## src/rtl/lenet_xwyf_pkg.sv

```systemverilog
// Purpose: shared types and defaults for the LeNet XWYF unsigned divider.
// Latency: n/a (declarations only).
// Backpressure: n/a.
package lenet_xwyf_pkg;

  localparam int ZW_DEF   = 16;
  localparam int YW_DEF   = 8;
  localparam int CNT_W_DEF = $clog2(ZW_DEF);

  typedef enum logic [1:0] {
    IDLE = 2'd0,
    BUSY = 2'd1,
    DONE = 2'd2
  } state_e;

  // Bit-step counter width; never narrower than one bit.
  function automatic int cnt_width(input int zw);
    return (zw > 1) ? $clog2(zw) : 1;
  endfunction

endpackage

```

## src/rtl/lenet_xwyf_div_step.sv

```systemverilog
// Purpose: one restoring-division step (shift in a dividend bit, trial-subtract the divisor).
// Latency: combinational.
// Backpressure: none; the caller sequences the steps.
module lenet_xwyf_div_step
  import lenet_xwyf_pkg::*;
#(
  parameter int YW = YW_DEF
) (
  input  logic [YW:0]   rem_in,
  input  logic          bit_in,
  input  logic [YW-1:0] y,
  output logic [YW:0]   rem_out,
  output logic          q_bit
);

  // The incoming remainder is always below y, so the top bit of p is zero in
  // practice; keeping the full width makes the compare exact regardless.
  logic [YW+1:0] p;
  logic [YW+1:0] y_ext;

  // Trial subtraction: keep the difference when it does not underflow.
  always_comb begin
    p       = {rem_in, bit_in};
    y_ext   = {2'b00, y};
    q_bit   = (p >= y_ext);
    rem_out = q_bit ? (YW+1)'(p - y_ext) : p[YW:0];
  end

endmodule

```

## src/rtl/lenet_xwyf_udiv.sv

```systemverilog
// Purpose: sequential unsigned radix-2 restoring divider, q = z / y, r = z % y, dz flag on y==0.
// Latency: ZW cycles of stepping after acceptance (y!=0), one cycle for y==0.
// Backpressure: result held in DONE until out_ready; no new operands accepted until then.
module lenet_xwyf_udiv
  import lenet_xwyf_pkg::*;
#(
  parameter int ZW = ZW_DEF,
  parameter int YW = YW_DEF
) (
  input  logic          clk,
  input  logic          rst_n,
  input  logic          in_valid,
  output logic          in_ready,
  input  logic [ZW-1:0] in_z,
  input  logic [YW-1:0] in_y,
  output logic          out_valid,
  input  logic          out_ready,
  output logic [ZW-1:0] out_q,
  output logic [YW-1:0] out_r,
  output logic          out_dz
);

  localparam int CW = cnt_width(ZW);
  localparam logic [CW-1:0] CNT_LAST = CW'(ZW - 1);

  localparam logic [1:0] S_IDLE = IDLE;
  localparam logic [1:0] S_BUSY = BUSY;
  localparam logic [1:0] S_DONE = DONE;

  logic [1:0]    state;
  logic [CW-1:0] cnt;
  logic [YW:0]   rem;
  // Dividend bits leave at the MSB while quotient bits enter at the LSB, so
  // after ZW steps this register holds the quotient.
  logic [ZW-1:0] zq;
  logic [YW-1:0] y_q;

  logic [YW:0]   step_rem;
  logic          step_q;

  lenet_xwyf_div_step #(.YW(YW)) u_step (
    .rem_in  (rem),
    .bit_in  (zq[ZW-1]),
    .y       (y_q),
    .rem_out (step_rem),
    .q_bit   (step_q)
  );

  // Handshake flags are pure state decodes.
  always_comb begin
    in_ready  = (state == S_IDLE);
    out_valid = (state == S_DONE);
  end

  // FSM, step counter, working registers and result registers.
  always_ff @(posedge clk or negedge rst_n) begin
    if (!rst_n) begin
      state  <= S_IDLE;
      cnt    <= '0;
      rem    <= '0;
      zq     <= '0;
      y_q    <= '0;
      out_q  <= '0;
      out_r  <= '0;
      out_dz <= 1'b0;
    end else begin
      case (state)
        S_IDLE: begin
          if (in_valid) begin
            zq  <= in_z;
            y_q <= in_y;
            rem <= '0;
            cnt <= '0;
            if (in_y == '0) begin
              out_q  <= '1;
              out_r  <= in_z[YW-1:0];
              out_dz <= 1'b1;
              state  <= S_DONE;
            end else begin
              state <= S_BUSY;
            end
          end
        end
        S_BUSY: begin
          rem <= step_rem;
          zq  <= {zq[ZW-2:0], step_q};
          if (cnt == CNT_LAST) begin
            // Results update only on the final step so no partial value is exposed.
            out_q  <= {zq[ZW-2:0], step_q};
            out_r  <= step_rem[YW-1:0];
            out_dz <= 1'b0;
            state  <= S_DONE;
          end else begin
            cnt <= cnt + CW'(1);
          end
        end
        S_DONE: begin
          if (out_ready) state <= S_IDLE;
        end
        default: state <= S_IDLE;
      endcase
    end
  end

endmodule

```

## config.mk

```make
export PLATFORM = sky130hd
export DESIGN_NAME = lenet_xwyf_udiv
export DESIGN_NICKNAME = d
export VERILOG_FILES = /design/src/rtl/lenet_xwyf_pkg.sv /design/src/rtl/lenet_xwyf_div_step.sv /design/src/rtl/lenet_xwyf_udiv.sv
export SDC_FILE = /design/constraint.sdc
export NUM_CORES = 1
export LEC_CHECK = 0
export BUFFER_PORTS_ARGS = -buffer_cell sky130_fd_sc_hd__buf_2
export CAP_MARGIN = 20
export CORE_MARGIN = 8
export CORE_UTILIZATION = 55
export CTS_CLUSTER_SIZE = 14
export DETAILED_ROUTE_END_ITERATION = 8
export PLACE_DENSITY = 0.78
export SYNTH_ARGS = -nofsm -noshare
export SYNTH_HDL_FRONTEND = slang
export SYNTH_SLANG_ARGS = --single-unit
```

## constraint.sdc

```tcl
create_clock -name clk -period 2.5 [get_ports clk]
set_input_delay 0.5 -clock clk [delete_from_list [all_inputs] [get_ports clk]]
set_output_delay 0.5 -clock clk [all_outputs]
set_load 0.05 [all_outputs]
```

Word-level counts from Yosys, hierarchy flattened
Cells that the tools add are included.
{ "totals": {"regBits": 64, "in_bits": 28, "word_cells": 52} }
{ "op_classes": {"n_addsub": 2, "order_cmp": 1, "n_eq_ne": 8, "mux": 25, "n_reduce_logical": 8} }
{ "ops": {"columns": ["op", "count"], "rows": [
  ["2-to-1 mux 16 bit", 4],
  ["case mux 16 bit (2 select lines)", 2],
  ["2-to-1 mux 8 bit", 3],
  ["2-to-1 mux 9 bit", 2],
  ["case mux 9 bit (2 select lines)", 1],
  ["case mux 8 bit (2 select lines)", 1],
  ["greater-or-equal comparator 10 x 8 -> 1 bit", 1],
  ["subtractor 9 x 8 -> 9 bit", 1],
  ["zero test 8 bit", 1],
  ["2-to-1 mux 2 bit", 4],
  ["2-to-1 mux 4 bit", 2],
  ["case mux 4 bit (2 select lines)", 1],
  ["inequality test 2 bit, second input constant", 3],
  ["case mux 2 bit (3 select lines)", 1],
  ["AND reduction 3 bit", 2],
  ["adder 4 x 1 -> 4 bit, second input constant", 1],
  ["equality test 4 bit, second input constant", 1],
  ["inequality test 2 x 1 -> 1 bit, second input constant", 2],
  ["AND reduction 2 bit", 2],
  ["AND reduction 4 bit", 1],
  ["2-to-1 mux 1 bit", 3],
  ["equality test 2 x 1 -> 1 bit, second input constant", 1],
  ["equality test 2 bit, second input constant", 1],
  ["zero test 2 bit", 1],
  ["2 further kinds", 2]
]} }

Longest topological paths before layout
Gate-level depths: netlist of the first run.
{ "depth": {"ltp_word": 4, "depth_mapped": 10, "ltp_nobuf": 9} }

By module
A second synthesis of the first run with hierarchy kept.
{ "unflattened": {"hier_cells": 353, "area_unflattened_um2": 3348.2} }
{ "by_module_without_submodules": {"columns": ["mod", "instances", "cells_each", "area_each_um2", "seq_area_each_um2"], "rows": [
  ["lenet_xwyf_udiv", 1, 278, 2825.2, 1601.5],
  ["lenet_xwyf_div_step", 1, 75, 523.0, 0.0]
]} }

Worst setup path before layout of the first run
No wires, ideal clock.
{ "synth_timing": {"path_kind": "register -> register", "from": "register state[0]", "to": "register out_r[7]", "setup_time_ns": 0.132, "arrival_time_ns": 2.176, "required_time_ns": 2.368, "path_slack_ns": 0.192, "path_stages_with_launch": 8, "path_cell_list": "dfrtp_1 -> nor2_1 -> and2_1 -> clkbuf_1 -> a21o_1 -> buf_4 -> nor3b_1 -> a211oi_2"} }
{ "synth_via": {"elab_chain_len": 3} }
{ "synth_lines": {"columns": ["element", "line_no", "source"], "rows": [
  ["from (decl)", "lenet_xwyf_udiv.sv:30", "logic [1:0] state;"],
  ["from (signal assigned)", "lenet_xwyf_udiv.sv:58", "state <= S_IDLE;"],
  ["from (signal assigned)", "lenet_xwyf_udiv.sv:78", "state <= S_DONE;"],
  ["from (signal assigned)", "lenet_xwyf_udiv.sv:80", "state <= S_BUSY;"],
  ["zero test 2 bit *", null, null],
  ["via in_ready", "lenet_xwyf_udiv.sv:13", "output logic in_ready,"],
  ["inequality test 2 x 1 -> 1 bit (no source line) (tied with other cells)", null, null],
  ["AND reduction 4 bit (no source line)", null, null],
  ["to (signal assigned)", "lenet_xwyf_udiv.sv:76", "out_r <= in_z[YW-1:0];"],
  ["to (signal assigned)", "lenet_xwyf_udiv.sv:90", "out_r <= step_rem[YW-1:0];"],
  ["to (decl)", "lenet_xwyf_udiv.sv:19", "output logic [YW-1:0] out_r,"]
]} }
Mark *: on every way through the listed nets, which the timed path passes. The rest lies on a longest branch.
A chain may end at the register's enable or synchronous reset.

Worst setup path in the final report of the first run
{ "layout_timing": {"from": "register zq[15]", "to": "register out_r[6]"} }
{ "layout_via": {"elab_chain_len": 4} }
{ "layout_lines": {"columns": ["element", "line_no", "source"], "rows": [
  ["from (decl)", "lenet_xwyf_udiv.sv:35", "logic [ZW-1:0] zq;"],
  ["from (signal assigned)", "lenet_xwyf_udiv.sv:70", "zq <= in_z;"],
  ["from (signal assigned)", "lenet_xwyf_udiv.sv:86", "zq <= {zq[ZW-2:0], step_q};"],
  ["subtractor 9 x 8 -> 9 bit or greater-or-equal comparator 10 x 8 -> 1 bit (tied branches)", "lenet_xwyf_div_step.sv:26, lenet_xwyf_div_step.sv:25", null],
  ["2-to-1 mux 9 bit *", "lenet_xwyf_div_step.sv:26", "rem_out = q_bit ? (YW+1)'(p - y_ext) : p[YW:0];"],
  ["2-to-1 mux 8 bit *", "lenet_xwyf_udiv.sv:87", "if (cnt == CNT_LAST) begin"],
  ["case mux 8 bit (2 select lines) *", "lenet_xwyf_udiv.sv:67", "case (state)"]
]} }
Every way passes the cells marked *; elsewhere a longest branch is shown, timed or not. The select of a mux whose other input is x is not followed.

==> impl_metrics.toml, run 1 <==
[outcome]
run_status = "completed"

[floorplan]
coreArea_um2 = 5820
pin_count = 55
fp.dieH_um = 93.1
die_area_um2 = 8660
die_x_um = 93.1
start_util_pct = 56.2
placementRows = 28

[setup_path]
slowest_stage = "or3_4"
worstPathRequired_ps = 2740
path_common_cell = "inv_1"
startpoint_type = "flop"
cp_max_fo = 7
max_stage_delay_ps = 450
arrival_ps = 2560
cp-end-kind = "flop"
critical_path_class = "reg2reg"
worstPathCellList = "inv_1, ha_1, inv_1, fa_1, nand3_1, a32oi_2, or3_4, mux2i_1, a221oi_1"

[run]
maxCapViolCount = 0

[cells_and_area]
antenna_cells = 0
num-nets-final = 444
area_delta_synth_final_pct = 17.2
final_area_um2 = 3830
post_route_cells_drive_above_1_share_pct = 21.5

[grt]
grt_first_pass_wirelength_mm = 13.0
gr-usage-all-layers_pct = 18.7
grt_pass1_vias = 2721
overflow = 0
grt_max_degree = 51
antenna_found_initial = 0

[drt]
drt_first_iter_violations = 139
via_count = 2720
drt-wirelength-per-cell_um = 15.7
firstDrtPassIters = 4
drt_wl_total_mm = 7.58
drtAntennaViolNets = 0
drc_errors = 0
routed_via_density = 5.62

[yosys]
synth-adder-area-share_pct = 4.06
yosys.area.top_type = "dfrtp_1"
yosys.area_share.simple_pct = 17.5
synth-xor-area-share_pct = 0.804
synth.area.top_cells = "dfrtp_1 49%, mux2i_1 6.1%, nor2_1 5.3%"
syn_nets = 389
yosysWarnings = 0
yosys_most_used_dff = "dfrtp_1"
syn-instance-count = 351
syn_area_um2 = 3270
ys_async_sr_fraction_pct = 100
ys_ff_latch = 64
syn_area_per_cell_um2 = 9.31
synth_edf_count = 0
synth.distinct_cells = 45
synth_top_family_by_area = "simple AND/OR/NAND/NOR gates"
muxShareOfSynthArea_pct = 6.82
ys_seq_area_share_pct = 49.0
synth_compound_area_share_pct = 17.0
synth_top_area_share_pct = 49.0

[sta]
worstMarginPinSlew_ps = 772
grt_setup_unrepaired = "no"
hold_viol_final = 0
relSlewSlack_pct = 48.5
fmax_mhz = 431
fin_crit_ps = 2320
setup_viol = 0
finalClockSkew_ps = 7.53
fin_tns_setup_ps = 0
finalMaxSlewViolations = 0
fin_crit_sh_pct = 92.8

[clock_tree]
htreeDepth = 3
insertion_delay_ps = 340
cts-root-buf = "clkbuf_8"
clk_pin_slew_ps = 70
cts_tree = "yes"
cts_buffer_depth = 2
cts_buffers = 9
cts.sinks = 64

[min_path]
min_path_type = "in2async"

[place]
place_area_um2 = 3630
gp_congestion = 0.926
port_buffers = 54
dp_hpwl_mm = 5.45
-- repair_timing --
action | in CTS | in global routing
hold buffers | 0 | 0
gates resized for setup | 0 | 1
setup buffers | 0 | 0
endpoints found under the setup margin | 0 | 2
-- Yosys cell counts, types with 2 or more instances --
| master | number |
|---|---|
| a211oi_1 | 2 |
| o21bai_1 | 2 |
| or4_1 | 2 |
| ha_1 | 9 |
| and2_1 | 3 |
| nand3_1 | 12 |
| a221oi_1 | 2 |
| nor3b_1 | 2 |
| xor2_1 | 2 |
| o21ai_0 | 33 |
| nand2b_1 | 4 |
| clkbuf_1 | 11 |
| a22o_1 | 2 |
| or3_1 | 4 |
| a21o_1 | 5 |
| nand4_1 | 2 |
| nand2_1 | 45 |
| buf_6 | 2 |
| a31oi_1 | 5 |
| nor2b_1 | 2 |
| dfrtp_1 | 64 |
| mux2_2 | 2 |
| inv_1 | 14 |
| nor2_1 | 46 |
| o2111ai_1 | 3 |
| buf_4 | 3 |
| buf_2 | 4 |
| a21oi_1 | 28 |
| mux2i_1 | 20 |
-- per-stage QoR --
stage                     cells  utilization (%)  worst slack, ps  hold WS, ps
after floorplan             351                -              192          204
after global placement      470             62.4              166          432
after detailed placement    470             62.4              108          432
after CTS                   484             65.8             82.1         58.3
after global routing        484             65.9             17.4         75.0
final                       484             65.9              181         67.1
-- state kept, by name, summed over array words and instances, names as in the netlist --
name and flops:
rem 9, y_q 8, cnt 4, out_r 8, out_dz 1, zq 16, state 2, out_q 16
-- layout make-up --
type,instances,area [um^2]
clock inverter,3,42.5
clock buffer,11,151
inverter,14,52.6
tap,75,93.8
multi-input combinational,253,1520
fill,503,1990
sequential,64,1600
timing repair buffer,64,370
-- placed cells by master (no fill, tap or decap), types with 11 or more instances in the layout --
cell type,netlist,final
nor2_1,46,46
nand2_1,45,45
o21ai_0,33,33
buf_2,4,54
nand3_1,12,12
dfrtp_1,64,64
a21oi_1,28,28
mux2i_1,20,20
inv_1,14,14
clkbuf_8,0,11
-- logic make-up after synthesis --
kind of cell / after synthesis
flip-flops: 64
XOR/XNOR: 3
adder cells (fa/ha/maj): 10
AND/OR/NAND/NOR: 128
buffers and inverters: 34
AO/OA/AOI/OAI: 90
multiplexers: 22
-- path summary, 6_finish.rpt --
path                            cells after the start  endpoint     from  slack, ps
worst max-delay path                                9  out_r[6]   zq[15]        180
worst min-delay path                                1    y_q[5]    rst_n         70
worst max register to register                      9  out_r[6]   zq[15]        180
worst min register to register                      2    y_q[0]   y_q[0]        490
max in group asynchronous                           2    zq[11]    rst_n       1850
min in group clk                                    3    y_q[1]  in_y[1]        370
-- worst max-delay path, delay by kind of cell, from the launching register on --
family | cells | cell delay (ps)
simple gates | 2 | 570
fa+ha+maj | 2 | 560
flops | 1 | 380
compound gates | 2 | 440
mux | 1 | 150
buf+inv | 2 | 130
-- layer usage --
layer	wire, um	track usage [%]
met2	3560	30.0
met4	93	7.11
met5	0	0
met1	3580	24.0
met3	341	4.41
Power of run 1 is left out: the tool's default activity adds up to more than one toggle a clock period on the data nets, which glitch-free logic cannot reach.
==> run 2, diff against run 1 <==
--- a/config.mk
+++ b/config.mk
@@ -8,10 +8,10 @@
 export BUFFER_PORTS_ARGS = -buffer_cell sky130_fd_sc_hd__buf_2
 export CAP_MARGIN = 20
 export CORE_MARGIN = 8
-export CORE_UTILIZATION = 55
+export CORE_UTILIZATION = 51
 export CTS_CLUSTER_SIZE = 14
 export DETAILED_ROUTE_END_ITERATION = 8
-export PLACE_DENSITY = 0.78
+export PLACE_DENSITY = 0.76
 export SYNTH_ARGS = -nofsm -noshare
 export SYNTH_HDL_FRONTEND = slang
 export SYNTH_SLANG_ARGS = --single-unit
==> constraint.sdc (replaced) <==
create_clock -name clk -period 2.1 [get_ports clk]
set_input_delay 0.42 -clock clk [delete_from_list [all_inputs] [get_ports clk]]
set_output_delay 0.42 -clock clk [all_outputs]
set_load 0.05 [all_outputs]
==> run 2 against run 1 <==
- the run now ends with negative setup slack left
- core utilization up 1.0 points
- critical path depth did not move
- maximum frequency is 7.1% higher
- register-to-register slack worse by 250 ps
- critical endpoint unchanged
- first-iteration DRC count down 14%
- routed wire length is 8.7% higher
- sequential share of layout area shrank 3.7 points
- clock skew up 2.0 ps
- via count up 4.0%
- die area is 6.5% higher
- flip-flop and latch count stayed put
==> impl_metrics.toml, run 2 (same netlist as run 1, synthesis figures left out) <==
[sta]
fmax_mhz = 462
setup_viol = 8
fin_crit_sh_pct = 103
grt_setup_unrepaired = "yes"
relSlewSlack_pct = 65.2
finalClockSkew_ps = 9.52
worstMarginPinSlew_ps = 522
finalMaxSlewViolations = 0
fin_crit_ps = 2170
hold_viol_final = 0
fin_ws_ps = -65.1

[floorplan]
pin_count = 55
die_x_um = 96.0
start_util_pct = 52.0
placementRows = 29
fp.dieH_um = 96.0
coreArea_um2 = 6280
die_area_um2 = 9220

[grt]
grt_first_pass_wirelength_mm = 13.6
gr-usage-all-layers_pct = 18.7
antenna_found_initial = 0
grt_max_degree = 42
grt_pass1_vias = 2865
overflow = 0

[clock_tree]
cts_tree = "yes"
cts-root-buf = "clkbuf_8"
clk_pin_slew_ps = 70
insertion_delay_ps = 330
holdBufCountCts = 0
htreeDepth = 3
cts_buffer_depth = 2
cts_buffers = 9
cts.sinks = 64

[cells_and_area]
post_route_cells_drive_above_1_share_pct = 30.9
area_delta_synth_final_pct = 28.5
antenna_cells = 0
final_cells = 510
num-nets-final = 468
mostFrequentLayoutCells = "64 x dfrtp_1, 54 x buf_2, 45 x nor2_1, 44 x nand2_1, 29 x o21ai_0"
mostFrequentLayoutCell = "dfrtp_1"
largestRegisters = "out_q x16, zq x16, rem x9"

[setup_path]
worst_r2r_path_depth = 9
cp_max_fo = 5
worstPathRequired_ps = 2340
cp-end-kind = "flop"
rrSetupSlack_ps = -70
critical_path_class = "reg2reg"
startpoint_type = "flop"
arrival_ps = 2400

[drt]
routed_via_density = 5.55
drt_wl_total_mm = 8.24
firstDrtPassIters = 4
via_count = 2828
drc_errors = 0
drt_first_iter_violations = 119
drt-wirelength-per-cell_um = 16.2
drtAntennaViolNets = 0

[place]
dp_hpwl_mm = 5.79
placed_cells = 494
port_buffers = 54
gp_congestion = 0.905

[outcome]
failed_checks = "negative setup slack"
run_status = "complete, but fails checks"

[run]
maxCapViolCount = 0

[min_path]
min_path_type = "in2async"
[run 2: cell types whose count changed in the layout (fill, tap and decap cells not counted), moves of 3 or more]
cell     change
buf_4       +19
buf_6        +3
ha_1         -4
ha_4         +4
mux2i_1      -4
o21ai_0      -4
o21ai_1      +4
[run 2: critical path: stages (launching register included)]
cell	delay, ps
dfrtp_1	390
inv_2	90
ha_4	130
inv_2	30
fa_2	350
nand3_2	90
a32oi_4	100
or3_4	450
mux2i_2	190
a221oi_2	250
[run 2: through the flow]
stage	cell area (um^2)	hold slack [ps]	setup TNS (ps)	utilization, %	setup slack, ps
2_1_floorplan	3300	124	-118	-	-67.2
3_3_place_gp	3850	420	-413	61.4	-94.4
3_5_place_dp	3850	430	-1060	61.4	-159
4_1_cts	4070	71.7	-193	64.8	-61.1
5_1_grt	4200	86.8	-1610	66.9	-157
6_report	4200	61.1	-353	66.9	-65.1
[run 2: timing repair]
item | 4_1_cts | 5_1_grt
resized for setup | 13 | 22
setup endpoints to repair | 16 | 19
setup buffers | 1 | 1
pin swaps | 8 | 6
[run 2: layer usage]
layer,global-route usage (%),vias to the layer above,routed length [um]
met5,0,-,0
li1,-,1380,-
met3,4.45,8,433
met4,5.25,0,85
met1,24.0,1378,3590
met2,30.9,62,4130
[run 2: path summary, 6_finish.rpt]
kind,start,end
hold / removal,rst_n,rem[5]
setup / recovery,zq[15],out_r[6]
min in group clk,in_y[2],y_q[2]
max in group asynchronous,rst_n,cnt[3]
hold reg to reg,out_dz,out_dz
setup reg to reg,zq[15],out_r[6]
[run 2: final cells by class]
type                            instances  area (um^2)
Fill cell                             494         2080
Multi-Input combinational cell        253         1700
Sequential cell                        64         1600
Timing Repair Buffer                   88          587
Clock buffer                           11          141
Tap cell                               77         96.3
Inverter                               14         52.6
Clock inverter                          3         20.0
Power of run 2 is left out for the same reason.
